## config.mk

```make
export PLATFORM = sky130hd
export DESIGN_NAME = program_sequencer
export DESIGN_NICKNAME = d
export VERILOG_FILES = /design/src/rtl/prog_pkg.sv /design/src/rtl/prog_ram.sv /design/src/rtl/program_sequencer.sv
export SDC_FILE = /design/constraint.sdc
export NUM_CORES = 1
export LEC_CHECK = 0
export CORE_ASPECT_RATIO = 0.7
export CORE_UTILIZATION = 59
export DETAILED_ROUTE_END_ITERATION = 8
export PLACE_DENSITY = 0.75
export SYNTH_ARGS = -nofsm -noshare
export SYNTH_HDL_FRONTEND = slang
export SYNTH_HIERARCHICAL = 1
export SYNTH_SLANG_ARGS = --single-unit
```

## constraint.sdc

```tcl
create_clock -name clk -period 7.23 [get_ports clk]
set_input_delay 2.169 -clock clk [delete_from_list [all_inputs] [get_ports clk]]
set_output_delay 2.169 -clock clk [all_outputs]
set_load 0.01 [all_outputs]
```

## src/rtl/prog_pkg.sv

```systemverilog
// rtl/prog_pkg.sv - shared opcode, field and state definitions for the program sequencer
package prog_pkg;

    localparam int WORD_W = 8;

    localparam logic [1:0] OP_LOAD = 2'b00;
    localparam logic [1:0] OP_ADD  = 2'b01;
    localparam logic [1:0] OP_SUB  = 2'b10;
    localparam logic [1:0] OP_HALF = 2'b11;

    localparam int OPC_MSB  = 7;
    localparam int OPC_LSB  = 6;
    localparam int OPND_MSB = 5;

    typedef enum logic [1:0] {
        S_IDLE = 2'd0,
        S_RUN  = 2'd1,
        S_DONE = 2'd2
    } seq_state_t;

endpackage

```

## src/rtl/prog_ram.sv

```systemverilog
// rtl/prog_ram.sv - program word storage, synchronous write and combinational read
module prog_ram
    import prog_pkg::*;
#(
    parameter int DEPTH = 16,
    parameter int AW    = 4
) (
    input  logic              clk,
    input  logic              we,
    input  logic [AW-1:0]     waddr,
    input  logic [WORD_W-1:0] wdata,
    input  logic [AW-1:0]     raddr,
    output logic [WORD_W-1:0] rdata
);

    // Contents survive reset; only the word count decides what is valid.
    logic [WORD_W-1:0] ram [DEPTH];

    always_ff @(posedge clk) begin
        if (we) begin
            ram[waddr] <= wdata;
        end
    end

    assign rdata = ram[raddr];

endmodule

```

## src/rtl/program_sequencer.sv

```systemverilog
// rtl/program_sequencer.sv - loads a small program while idle and streams it out word by word
module program_sequencer
    import prog_pkg::*;
#(
    parameter int DEPTH = 16,
    parameter int AW    = 4
) (
    input  logic              clk,
    input  logic              rst,
    input  logic              wr_en,
    input  logic [WORD_W-1:0] wr_data,
    input  logic              clear,
    input  logic              start,
    input  logic              loop,
    input  logic              stop,
    input  logic              hold,
    output logic [WORD_W-1:0] mem,
    output logic              mem_valid,
    output logic              busy,
    output logic              done,
    output logic [AW:0]       count,
    output logic              overflow
);

    localparam logic [AW:0] FULL_CNT = (AW+1)'(DEPTH);

    seq_state_t        state;
    logic [AW-1:0]     rd_ptr;
    logic              loop_q;
    logic [AW-1:0]     wr_ptr;
    logic              full;
    logic              ram_we;
    logic              last_word;
    logic [WORD_W-1:0] ram_rdata;

    // The next free slot is always the current word count.
    assign wr_ptr    = count[AW-1:0];
    assign full      = (count >= FULL_CNT);
    assign ram_we    = (state == S_IDLE) && !clear && wr_en && !full;
    assign last_word = ({1'b0, rd_ptr} == (count - 1'b1));

    prog_ram #(
        .DEPTH(DEPTH),
        .AW   (AW)
    ) u_ram (
        .clk  (clk),
        .we   (ram_we),
        .waddr(wr_ptr),
        .wdata(wr_data),
        .raddr(rd_ptr),
        .rdata(ram_rdata)
    );

    always_ff @(posedge clk) begin
        if (rst) begin
            state     <= S_IDLE;
            count     <= '0;
            rd_ptr    <= '0;
            loop_q    <= 1'b0;
            mem       <= '0;
            mem_valid <= 1'b0;
            busy      <= 1'b0;
            done      <= 1'b0;
            overflow  <= 1'b0;
        end else begin
            mem_valid <= 1'b0;
            done      <= 1'b0;
            case (state)
                S_IDLE: begin
                    if (clear) begin
                        count    <= '0;
                        overflow <= 1'b0;
                    end else begin
                        if (wr_en) begin
                            if (full) begin
                                overflow <= 1'b1;
                            end else begin
                                count <= count + 1'b1;
                            end
                        end
                        if (start && (count != '0)) begin
                            loop_q <= loop;
                            rd_ptr <= '0;
                            busy   <= 1'b1;
                            state  <= S_RUN;
                        end
                    end
                end
                S_RUN: begin
                    if (stop) begin
                        busy  <= 1'b0;
                        state <= S_DONE;
                    end else if (!hold) begin
                        mem       <= ram_rdata;
                        mem_valid <= 1'b1;
                        if (last_word) begin
                            if (loop_q) begin
                                rd_ptr <= '0;
                            end else begin
                                busy  <= 1'b0;
                                state <= S_DONE;
                            end
                        end else begin
                            rd_ptr <= rd_ptr + 1'b1;
                        end
                    end
                end
                S_DONE: begin
                    done  <= 1'b1;
                    state <= S_IDLE;
                end
                default: begin
                    state <= S_IDLE;
                end
            endcase
        end
    end

endmodule

```

After elaboration in Yosys (flattened, before gate mapping) --
Memories as Yosys holds them, arrays and structs flattened. A register that Yosys moved wholly into a read port is not among the register bits. Cells that the tools add are included.
Word-level totals: input bits 16, register bits after elaboration 16, bits in writable memories 128, output and inout bits 17, word-level logic and storage cells 79, memories 1
Operators by class: add/sub/neg operators 3, bitwise operators 4, muxes and demuxes 31, order comparisons 1, equal/unequal tests 12, reduce and logical (&&, ||, !) cells 19
Memories:
- u_ram.ram | depth 16, bits a word 8, rd ports 1, clocked after memory_dff 1, write ports 1, line prog_ram.sv:17 | logic [WORD_W-1:0] ram [DEPTH];
Operator list (count):
- 4-bit 2-to-1 mux | 6
- 5-bit 2-to-1 mux | 3
- 1-bit 2-to-1 mux | 13
- 2-bit 2-to-1 mux | 6
- 3-bit != test (second input constant) | 4
- 3-bit AND reduction | 4
- 6-bit AND reduction | 2
- 2-bit != test (second input constant) | 4
- 4-bit case mux with 2 select lines | 1
- 2-bit nonzero test | 3
- 5-bit by 1-bit adder with 5-bit output (second input constant) | 1
- 4-bit by 5-bit == test with 1-bit output | 1
- 5-bit >= comparator (second input constant) | 1
- 5-bit AND reduction | 1
- 5-bit nonzero test | 1
- 5-bit by 1-bit subtractor with 5-bit output (second input constant) | 1
- 4-bit by 1-bit adder with 4-bit output (second input constant) | 1
- 1-bit logical AND | 4
- 1-bit NOT | 4
- 2-bit case mux with 2 select lines | 1
- 3-bit OR reduction | 1
- 2-bit by 1-bit == test with 1-bit output (second input constant) | 1
- 2-bit == test (second input constant) | 1
- 1-bit zero test | 2
- 3 further kinds | 3

Longest topological paths before layout --
depth after elaboration 6, gate-level depth with buffers 7, depth with buffers taken out 7

Hierarchy --
The synthesis kept the hierarchy.
Modules (own cells, without submodules):
- prog_ram | cells an instance 221, sequential area each 3843.7 um^2, area each 4987.3 um^2, times used 1
- program_sequencer | cells an instance 129, sequential area each 480.5 um^2, area each 1116.1 um^2, times used 1

Worst setup path after synthesis --
No wires, ideal clock.
path kind input-to-reg, start in wr_en, end mem u_ram.ram[0][0], enable pin, data required time 6847 ps, stages 5, path buffers 0, library setup time 383 ps, path slack 3124 ps, arrival 3722 ps, cell sequence nor2b_1 > nand2_1 > nor2_1 > or3b_2 > nor3_1
On the way: word-level cells in the longest chain between the ends 4
RTL lines:
- from (decl) | line program_sequencer.sv:10 | input logic wr_en,
- 1-bit logical AND (2 in a row) | line program_sequencer.sv:39 | assign ram_we = (state == S_IDLE) && !clear && wr_en && !full;
- via ram_we | line program_sequencer.sv:32 | logic ram_we;
- 1-bit 2-to-1 mux | line prog_ram.sv:20 | if (we) begin
- 1-bit 2-to-1 mux (not written as such) | line prog_ram.sv:21 | ram[waddr] <= wdata;
- to (decl) | line prog_ram.sv:17
The timed path passes the listed nets, and every way through them passes these cells.

Final worst setup path --
start in wr_en, end mem u_ram.ram[0][7], enable pin
The elaborated chain is that of the path after synthesis.

==> out/qor.yml <==
outcome:
  status: "finished clean"
place:
  dpl.hpwl_mm: 7.889
  place_inst: 499
  place_area_mm2: 0.006502
  dp_slack_ps: 2214
  io_buffers: 32
  place_congestion: 0.8100
setup_path:
  path_cells: "clkdlybuf4s50_1 -> nor2b_1 -> nand2_1 -> nor2_1 -> or3b_2 -> nor3_1"
  required_ps: 7250
  cp_num_buf_inv: 1
  cpLargestDelayFamily: "simple AND/OR/NAND/NOR gates"
  start_kind: "input port"
  cp_slowest_cell: "nor3_1"
  path_max_fanout: 8
  crit_type: "in2reg"
  max_stage_delay_ps: 870
  cp_data_arrival_time_ps: 4780
  cp-end-kind: "register"
cts:
  cts.sinks: 152
  postCtsHoldBufs: 0
  cts_root_buffer: "clkbuf_16"
  insertion_delay_ps: 420
  cts_resized: 0
  clk_path_buf_depth: 2
  cts_tree: "done"
  htree_levels: 4
  cts_buffers: 17
  post_cts_buffers: 0
  clk_pin_slew_ps: 60
sta:
  setup_tns_ps: 0
  clock_skew_ps: 12.68
  hold_viol: 0
  timing.fmax_mhz: 210.1
  setup_slack_ps: 2471
  rsz0062_at_grt: "no"
  setup_viol: 0
  worst_pin_slew_ps: 1265
  relSlewSlack_pct: 14.99
  maxSlewViolCount: 0
  fin_crit_sh_pct: 65.82
  min_period_ps: 4759
floorplan:
  coreArea_mm2: 0.009872
  die_area_mm2: 0.01076
  die_x_um: 123.6
  io-pin-count: 33
  die_y_um: 87.10
  num_rows: 30
  initial_utilization_pct: 61.83
yosys:
  syn_inst: 350
  ys_top_cells_by_area: "edfxtp_1 63%, dfxtp_1 7.9%, mux4_2 6.6%, mux4_1 6.0%, nand2_1 2.0%"
  async_flop_share_pct: 0
  yosysSeqAreaShare_pct: 70.85
  synth_nets: 369
  synth-seq-cells: 152
  ys.flop_type: "edfxtp_1"
  synth_commonest_cells: "128 x edfxtp_1, 33 x nand2_1, 26 x nor2_1"
  yosysMostFrequentCell: "edfxtp_1"
  ys_types: 46
  synth.avg_cell_area_um2: 17.44
  synth_top_cell_by_area: "edfxtp_1"
  synth-edff-count: 128
  yosysWarnings: 6
  syn_area_mm2: 0.006103
  synth_top_area_share_pct: 62.98
route:
  drcViolationCount: 0
  route.vias.total: 3371
  first_pass_iters: 5
  ant_nets: 0
  post_drt_wl_per_cell_um: 23.42
  drtIter0Drc: 309
  vias_per_cell: 6.348
  routed_wl_mm: 12.44
global_route:
  grt_pass1_vias: 3146
  grt_usage_pct: 26.18
  antenna_found_initial: 0
  grt_pass1_wl_mm: 18.64
  grt_max_degree: 29
  grt_overflow_total: 0
power_and_ir_drop:
  p_comb_share_pct: 2.9
  power_frac_seq_pct: 52.2
  p_leak_nw: 2.246
  switching_power_w: 0.0003744
  peakVddDrop_uv: 343.1
  powerDensity_mw_per_mm2: 260.1
  switching_share_pct: 20.39
  p_clk_share_pct: 44.8
  internal-power_w: 0.001462
finish:
  final_area_mm2: 0.007061
  drive_gt1_share_pct: 14.89
  diodes: 0
  fin_cells: 531
  fin_nets: 409
  area_growth_syn_to_layout_pct: 15.68
worst_hold_path:
  min-delay-path-class: "reg2reg"
job:
  maxCapViolCount: 0
-- worst paths after layout --
check / start / endpoint / slack, ps / cells past startpoint
worst min-delay path: mem[7]$_SDFFE_PP0P_ / mem[7]$_SDFFE_PP0P_ / 460 / 2
worst max register to register: state[1]$_SDFFE_PP0P_ / u_ram/ram[0][7]$_DFFE_PP_ / 4110 / 5
worst min register to register: mem[7]$_SDFFE_PP0P_ / mem[7]$_SDFFE_PP0P_ / 460 / 2
worst max-delay path: wr_en / u_ram/ram[0][7]$_DFFE_PP_ / 2470 / 6
-- cell type report --
class                   count  area (um2)
flip-flops and latches    152        4325
fillers                   614        2811
multi-input cells         180        1663
clock buffers              21       493.0
repair buffers             34       335.3
well taps                 128       160.2
clock inverters            11       65.06
inverters                   5       18.77
-- power groups by stage --
| stage | Combinational [W] | Clock (W) | Sequential [W] |
|---|---|---|---|
| after global routing | 0.0000584 | 0.000871 | 0.000959 |
| after floorplan | 0.0000241 | 0 | 0.000976 |
| after global placement | 0.0000524 | 0 | 0.000977 |
| after detailed placement | 0.0000530 | 0 | 0.000978 |
| after CTS | 0.0000536 | 0.000830 | 0.000959 |
| final | 0.0000539 | 0.000823 | 0.000959 |
-- cell usage in the layout, fill, tap and decap left out, drive strengths merged, types with 2 or more instances in the layout --
cell / count
o21a: 2
ha: 3
xnor2: 3
or3: 2
a211oi: 2
nand2: 33
nand4: 2
nor3: 9
o21ai: 3
clkbuf: 21
nor2b: 3
buf: 2
nand2b: 3
nor2: 26
inv: 10
nand3b: 3
a31oi: 3
a211o: 2
xor2: 4
dfxtp: 24
nand3: 4
a22oi: 16
clkinv: 6
clkdlybuf4s50: 32
a21oi: 12
mux4: 32
edfxtp: 128
-- registers in the layout, summed over array words and instances (netlist names) --
register	count
overflow	1
count	5
u_ram/ram	128
state	2
busy	1
loop_q	1
mem_valid	1
mem	8
rd_ptr	4
done	1
-- cell families (layout without fill, tap and decap cells) --
group | count (synthesis) | in the layout | synth area share [%]
DFF | 152 | 152 | 70.85
buffers and inverters | 18 | 71 | 1.906
AOI/OAI and AO/OA | 46 | 46 | 5.761
adders and majority gates | 3 | 3 | 0.6151
and+or+nand+nor | 91 | 91 | 7.032
muxes | 33 | 33 | 12.83
xor gates and xnor gates | 7 | 7 | 1.005
-- per-layer routing --
metal  share of wire, %  vias up  GRT usage, %
li1                   -     1488             -
met2                 43      154         34.94
met1                 48     1725         41.23
met5                  0        -             0
met4               0.60        0         7.229
met3                8.3        4         8.639
-- tightest hold or removal path: stages, from the launching register on --
cell and delay, ps:
dfxtp_1 310, nand2_1 50, a21oi_1 50
-- metrics by stage --
step	hold WS (ps)	util, %	power (W)
3_5_place_dp	449.2	65.87	0.001031
3_3_place_gp	442.5	65.87	0.001030
6_report	459.8	71.52	0.001836
4_1_cts	460.7	71.52	0.001843
5_1_grt	475.6	71.52	0.001888
2_1_floorplan	436.9	-	0.001000
Power figures use the tool's default switching activity.
